[src/rtl/countdown_pkg.sv]
// Shared types and constants for the countdown timer.
// State codes, field widths and the 0..59 preset clamp.
package countdown_pkg;

  localparam int MIN_W    = 6;
  localparam int SEC_W    = 6;
  localparam int HUND_W   = 7;
  localparam int MAX_SECS = 59;
  localparam int MAX_HUND = 99;

  localparam logic [1:0] S_IDLE  = 2'd0;
  localparam logic [1:0] S_RUN   = 2'd1;
  localparam logic [1:0] S_PAUSE = 2'd2;
  localparam logic [1:0] S_EXP   = 2'd3;

  function automatic logic [5:0] sat59(
    input logic [5:0] v
  );
    return (v > 6'(MAX_SECS)) ? 6'(MAX_SECS) : v;
  endfunction

endpackage

[src/rtl/countdown_tick_gen.sv]
// Hundredths time base: counts enabled cycles, ticks on TICK_DIV-1.
// Holds while disabled; synchronous clear has priority.
module countdown_tick_gen #(
  parameter int TICK_DIV = 500_000
) (
  input  logic clk,
  input  logic reset_n,
  input  logic en,
  input  logic clr,
  output logic tick
);

  localparam int W = (TICK_DIV > 1) ? $clog2(TICK_DIV) : 1;
  localparam logic [W-1:0] LAST = W'(TICK_DIV - 1);

  logic [W-1:0] cnt;

  assign tick = en && (cnt == LAST);

  always_ff @(posedge clk or negedge reset_n) begin
    if (!reset_n) begin
      cnt <= '0;
    end else if (clr) begin
      cnt <= '0;
    end else if (en) begin
      cnt <= tick ? '0 : cnt + 1'b1;
    end
  end

endmodule

[src/rtl/countdown_timer.sv]
// mm:ss.hh countdown with start/pause/ack button and preset load.
// COUNTDOWN_AUTO_RELOAD_EN: reload preset on expiry, one-cycle alarm.
module countdown_timer
  import countdown_pkg::*;
#(
  parameter int TICK_DIV = 500_000
) (
  input  logic              clk,
  input  logic              reset_n,
  input  logic              startStop,
  input  logic              load,
  input  logic [MIN_W-1:0]  set_mins,
  input  logic [SEC_W-1:0]  set_secs,
  output logic [MIN_W-1:0]  mins,
  output logic [SEC_W-1:0]  secs,
  output logic [HUND_W-1:0] hundredths,
  output logic              running,
  output logic              alarm
);

  logic              ss_prev, ld_prev;
  logic              ss_p, ld_p;
  logic [1:0]        state;
  logic [MIN_W-1:0]  pre_m;
  logic [SEC_W-1:0]  pre_s;
  logic              tick, div_clr, div_en;
  logic [MIN_W-1:0]  m_dec;
  logic [SEC_W-1:0]  s_dec;
  logic [HUND_W-1:0] h_dec;
  logic              at_one, nonzero, stop_exp;

  assign ss_p    = startStop & ~ss_prev;
  assign ld_p    = load & ~ld_prev;
  assign running = (state == S_RUN);
  assign nonzero = (mins != '0) || (secs != '0) || (hundredths != '0);
  assign at_one  = (mins == '0) && (secs == '0) && (hundredths == 7'd1);
  assign div_en  = (state == S_RUN);
  assign div_clr = ld_p | (ss_p & (state == S_IDLE) & nonzero);

`ifdef COUNTDOWN_AUTO_RELOAD_EN
  assign stop_exp = 1'b0;
`else
  assign stop_exp = tick & at_one;
`endif

  countdown_tick_gen #(
    .TICK_DIV(TICK_DIV)
  ) u_tick (
    .clk    (clk),
    .reset_n(reset_n),
    .en     (div_en),
    .clr    (div_clr),
    .tick   (tick)
  );

  always_comb begin
    h_dec = hundredths - 7'd1;
    s_dec = secs;
    m_dec = mins;
    if (hundredths == '0) begin
      h_dec = 7'(MAX_HUND);
      s_dec = secs - 6'd1;
      if (secs == '0) begin
        s_dec = 6'(MAX_SECS);
        m_dec = mins - 6'd1;
      end
    end
  end

  always_ff @(posedge clk or negedge reset_n) begin
    if (!reset_n) begin
      ss_prev    <= 1'b0;
      ld_prev    <= 1'b0;
      state      <= S_IDLE;
      mins       <= '0;
      secs       <= '0;
      hundredths <= '0;
      pre_m      <= '0;
      pre_s      <= '0;
      alarm      <= 1'b0;
    end else begin
      ss_prev <= startStop;
      ld_prev <= load;
`ifdef COUNTDOWN_AUTO_RELOAD_EN
      alarm   <= 1'b0;
`endif
      if (ld_p) begin
        mins       <= sat59(set_mins);
        secs       <= sat59(set_secs);
        hundredths <= '0;
        pre_m      <= sat59(set_mins);
        pre_s      <= sat59(set_secs);
        alarm      <= 1'b0;
        state      <= S_IDLE;
      end else begin
        if (tick) begin
          if (at_one) begin
            alarm <= 1'b1;
`ifdef COUNTDOWN_AUTO_RELOAD_EN
            mins       <= pre_m;
            secs       <= pre_s;
            hundredths <= '0;
`else
            hundredths <= '0;
            state      <= S_EXP;
`endif
          end else begin
            mins       <= m_dec;
            secs       <= s_dec;
            hundredths <= h_dec;
          end
        end
        // expiry on the same edge as a pause press wins
        if (ss_p) begin
          unique case (state)
            S_IDLE:  if (nonzero) state <= S_RUN;
            S_RUN:   if (!stop_exp) state <= S_PAUSE;
            S_PAUSE: state <= S_RUN;
            S_EXP: begin
              state <= S_IDLE;
              alarm <= 1'b0;
            end
            default: state <= S_IDLE;
          endcase
        end
      end
    end
  end

endmodule

[config.mk]
export PLATFORM = sky130hd
export DESIGN_NAME = countdown_timer
export DESIGN_NICKNAME = d
export VERILOG_FILES = /design/src/rtl/countdown_pkg.sv /design/src/rtl/countdown_tick_gen.sv /design/src/rtl/countdown_timer.sv
export SDC_FILE = /design/constraint.sdc
export NUM_CORES = 1
export LEC_CHECK = 0
export ABC_AREA = 1
export BUFFER_PORTS_ARGS = -buffer_cell sky130_fd_sc_hd__buf_2
export CAP_MARGIN = 20
export CELL_PAD_IN_SITES_DETAIL_PLACEMENT = 1
export CELL_PAD_IN_SITES_GLOBAL_PLACEMENT = 2
export CORE_ASPECT_RATIO = 0.75
export CORE_MARGIN = 5
export CORE_UTILIZATION = 33
export DETAILED_ROUTE_END_ITERATION = 16
export GPL_ROUTABILITY_DRIVEN = 1
export PLACE_DENSITY = 0.81
export SLEW_MARGIN = 15
export SYNTH_ARGS = -nofsm -noshare
export SYNTH_HDL_FRONTEND = slang
export SYNTH_SLANG_ARGS = --single-unit
[constraint.sdc]
create_clock -name clk -period 2.2 [get_ports clk]
set_input_delay 0.11 -clock clk [delete_from_list [all_inputs] [get_ports clk]]
set_output_delay 0.11 -clock clk [all_outputs]
set_load 0.02 [all_outputs]
==> key figures <==
Run status
  – Status: finished, final reports clean

CTS
  – Setup bufs post-CTS: 0
  – Worst-skew pair later-pin latency: 0.29 ns
  – CTS max path bufs: 2
  – H-tree depth: 2
  – Clk root buf: clkbuf_16
  – CTS tree: done
  – Clock transition at the registers of the reported paths: 0.07 ns
  – CTS buffer count: 5
  – Clock sink total: 43

Drt
  – Met2 WL: 3530 µm
  – Final WL: 8650 µm
  – ANT nets after route: 0
  – Iter 0 DRT Violations: 154
  – DRC Markers: 0
  – DRT Pass-1 Iters: 4
  – Met1 WL: 4730 µm
  – DR vias: 2828
  – Top Metal Used: met4
  – DR WL met3: 344 µm
  – Avg WL per Cell: 15.2 µm
  – Drt via density: 4.97

Synthesis
  – Syn Inst Count: 415
  – Synth unique cells: 35
  – Sequential element share of the synthesized area: 35.9%
  – YS warnings: 0
  – Largest cells by area after synthesis: dfrtp_1 36%, nand2_1 14%, nor2_1 7.8%
  – Synth top area share: 35.9%
  – Main flop type after synthesis: dfrtp_1
  – Leading area contributor after synthesis: dfrtp_1
  – Synth async-reset ratio: 100%
  – Post-synth EDFFs: 0
  – Syn_nets: 437
  – Avg Cell Area, Syn: 7.21 µm²
  – Mapped cell area: 2990 µm²
  – FF+latch count, synth: 43

Timing
  – Final Hold Vio Count: 0
  – Final setup violation count: 0
  – Final Critical Period: 2.02 ns
  – Worst rel slew slack: 61.0%
  – Max Clock Skew: 0.00876 ns
  – Final hold slack: 0.122 ns
  – Unrepaired setup endpoints after global routing: no
  – Final setup TNS: 0 ns
  – Fin crit share: 91.6%
  – Worst Tran Pin Value: 0.585 ns
  – Final Max Slew Viols: 0
  – FMAX: 496 MHz

Floorplanning
  – Core area: 8930 µm²
  – Die Span Y: 92.5 µm
  – Starting density of the core: 33.5%
  – Die area: 11100 µm²
  – Row count: 30
  – Width of the die: 120 µm
  – I/O Pins: 37

Placement
  – HPWL reported at the end of detailed placement: 6440 µm
  – Final Wtd Congestion: 0.836
  – PortBufs: 36

Setup path
  – Critical Path RT: 2.43 ns
  – Reg2reg setup slack: 0.18 ns
  – Crit. End Element: flip-flop
  – Startpoint type of the worst setup path: flip-flop
  – Critical path class: reg -> reg
  – Crit path DAT: 2.25 ns
  – Worst-path fanout max: 18

Flow run
  – Max Cap Viol: 0

Worst hold path
  – Hold Path Class: in -> reg

Power
  – Logic pwr share: 40.1%
  – Int Pwr: 2.13 mW
  – PwrDens: 1030 nW/µm²
  – NetSw: 1.48 mW
  – Leak: 1.67 nW
  – Sw Ratio: 41.0%
  – Maximum VDD drop: 0.400 mV
  – Power share of the clock group: 26.9%
  – Sequential fraction of design power: 32.9%

Finish
  – Final core utilization: 39.3%
  – Layout area overhead: 17.2%
  – Nets: 478
  – # diodes: 0
  – Share of layout cells above drive strength 1: 20.6%

Global routing
  – Grt total ovfl: 0
  – First-pass GRT wire length: 14700 µm
  – Vias in the first global route: 2879
  – Initial antenna violation count: 0
  – Largest net degree at the start of global routing: 44
  – GRT Overall Usage: 16.4%
power by group through the flow:
| stage | registers (mW) | logic, mW | clock network [mW] |
|---|---|---|---|
| 2_1_floorplan | 1.33 | 0.891 | 0 |
| 3_3_place_gp | 1.19 | 1.41 | 0 |
| 3_5_place_dp | 1.20 | 1.45 | 0 |
| 4_1_cts | 1.19 | 1.46 | 0.992 |
| 5_1_grt | 1.22 | 1.63 | 1.02 |
| 6_report | 1.19 | 1.45 | 0.971 |
layout make-up:
| cell class | instances | area [µm²] |
|---|---|---|
| fill | 1154 | 5430 |
| multi-input combinational | 319 | 1690 |
| sequential | 43 | 1080 |
| timing repair buffer | 44 | 248 |
| inverter | 43 | 163 |
| tap | 112 | 140 |
| clock buffer | 6 | 129 |
| clock inverter | 2 | 60.1 |
cells by family after synthesis:
kind of cell | Yosys count | share of synthesized area, %
compound gates | 49 | 10.4
xor+xnor | 13 | 3.80
fa+ha+maj | 6 | 2.51
buf+inv | 53 | 8.02
flops | 43 | 35.9
simple gates | 251 | 39.3
layout by cell type, fill, tap and decap left out, types with 2 or more instances in the layout:
cell,netlist,layout
ha_1,6,6
nor3_1,4,4
nor2_2,4,4
nand2_1,108,108
nor2_1,62,62
dlygate4sd3_1,0,3
xnor2_1,3,3
xor2_1,10,10
dfrtp_1,43,43
buf_4,2,5
o21ai_1,2,2
o22ai_1,6,6
o31ai_1,2,2
inv_1,39,39
a21oi_1,3,3
nand2_2,13,13
nor2_4,4,4
nand3_4,2,4
inv_2,3,3
nand2_4,3,3
clkbuf_16,0,5
o21ai_0,21,21
buf_2,2,36
bufinv_16,0,2
o21ai_2,11,11
nand3_1,27,27
nand4_1,18,18
stage by stage:
stage / setup WS [ns] / power [mW] / cells / instance area (µm²)
after floorplan: 0.499 / 2.22 / 415 / 2990
after global placement: 0.241 / 2.60 / 558 / 3270
after detailed placement: 0.172 / 2.65 / 558 / 3270
after CTS: 0.146 / 3.64 / 569 / 3490
after global routing: 0.0187 / 3.88 / 569 / 3510
final: 0.184 / 3.60 / 569 / 3510
worst paths after layout:
| kind | from | cells past startpoint | to |
|---|---|---|---|
| max | hundredths[0] | 10 | u_tick.cnt[1] |
| min | set_mins[0] | 3 | mins[0] |
| max reg2reg | hundredths[0] | 10 | u_tick.cnt[1] |
| min reg2reg | secs[0] | 2 | secs[0] |
| max in group asynchronous | reset_n | 3 | state[1] |
| min in group asynchronous | reset_n | 3 | hundredths[4] |
repair_timing:
action,4_1_cts,5_1_grt
endpoints found under the setup margin,0,3
hold endpoints to repair,45,0
gates resized for setup,0,2
hold buffers,3,0
flip-flops by register name, summed over array words and instances (netlist names):
signal,flops
state,2
hundredths,7
u_tick.cnt,19
alarm,1
secs,6
ss_prev,1
mins,6
ld_prev,1
routing by layer:
layer / global-route usage (%) / vias up
li1: - / 1422
met1: 25.8 / 1357
met2: 23.1 / 42
met3: 3.05 / 7
met4: 2.96 / 0
met5: 0 / -
cells in the mapped netlist, types with 6 or more instances:
cell     instances
inv_1           39
dfrtp_1         43
nand2_2         13
nor2_1          62
nand2_1        108
ha_1             6
o22ai_1          6
o21ai_0         21
xor2_1          10
nand4_1         18
nand3_1         27
o21ai_2         11
worst max-delay path, cell delays in order (launching register included):
cell      delay [ns]
dfrtp_1         0.43
inv_1           0.13
ha_1            0.21
nand2_2         0.09
nor2_4          0.16
nand3_2         0.13
nand2_2         0.13
nand3_4         0.22
clkinv_2        0.28
nand2_1         0.09
nand2_1         0.07
Note: power is estimated with default switching activity, not from simulation.
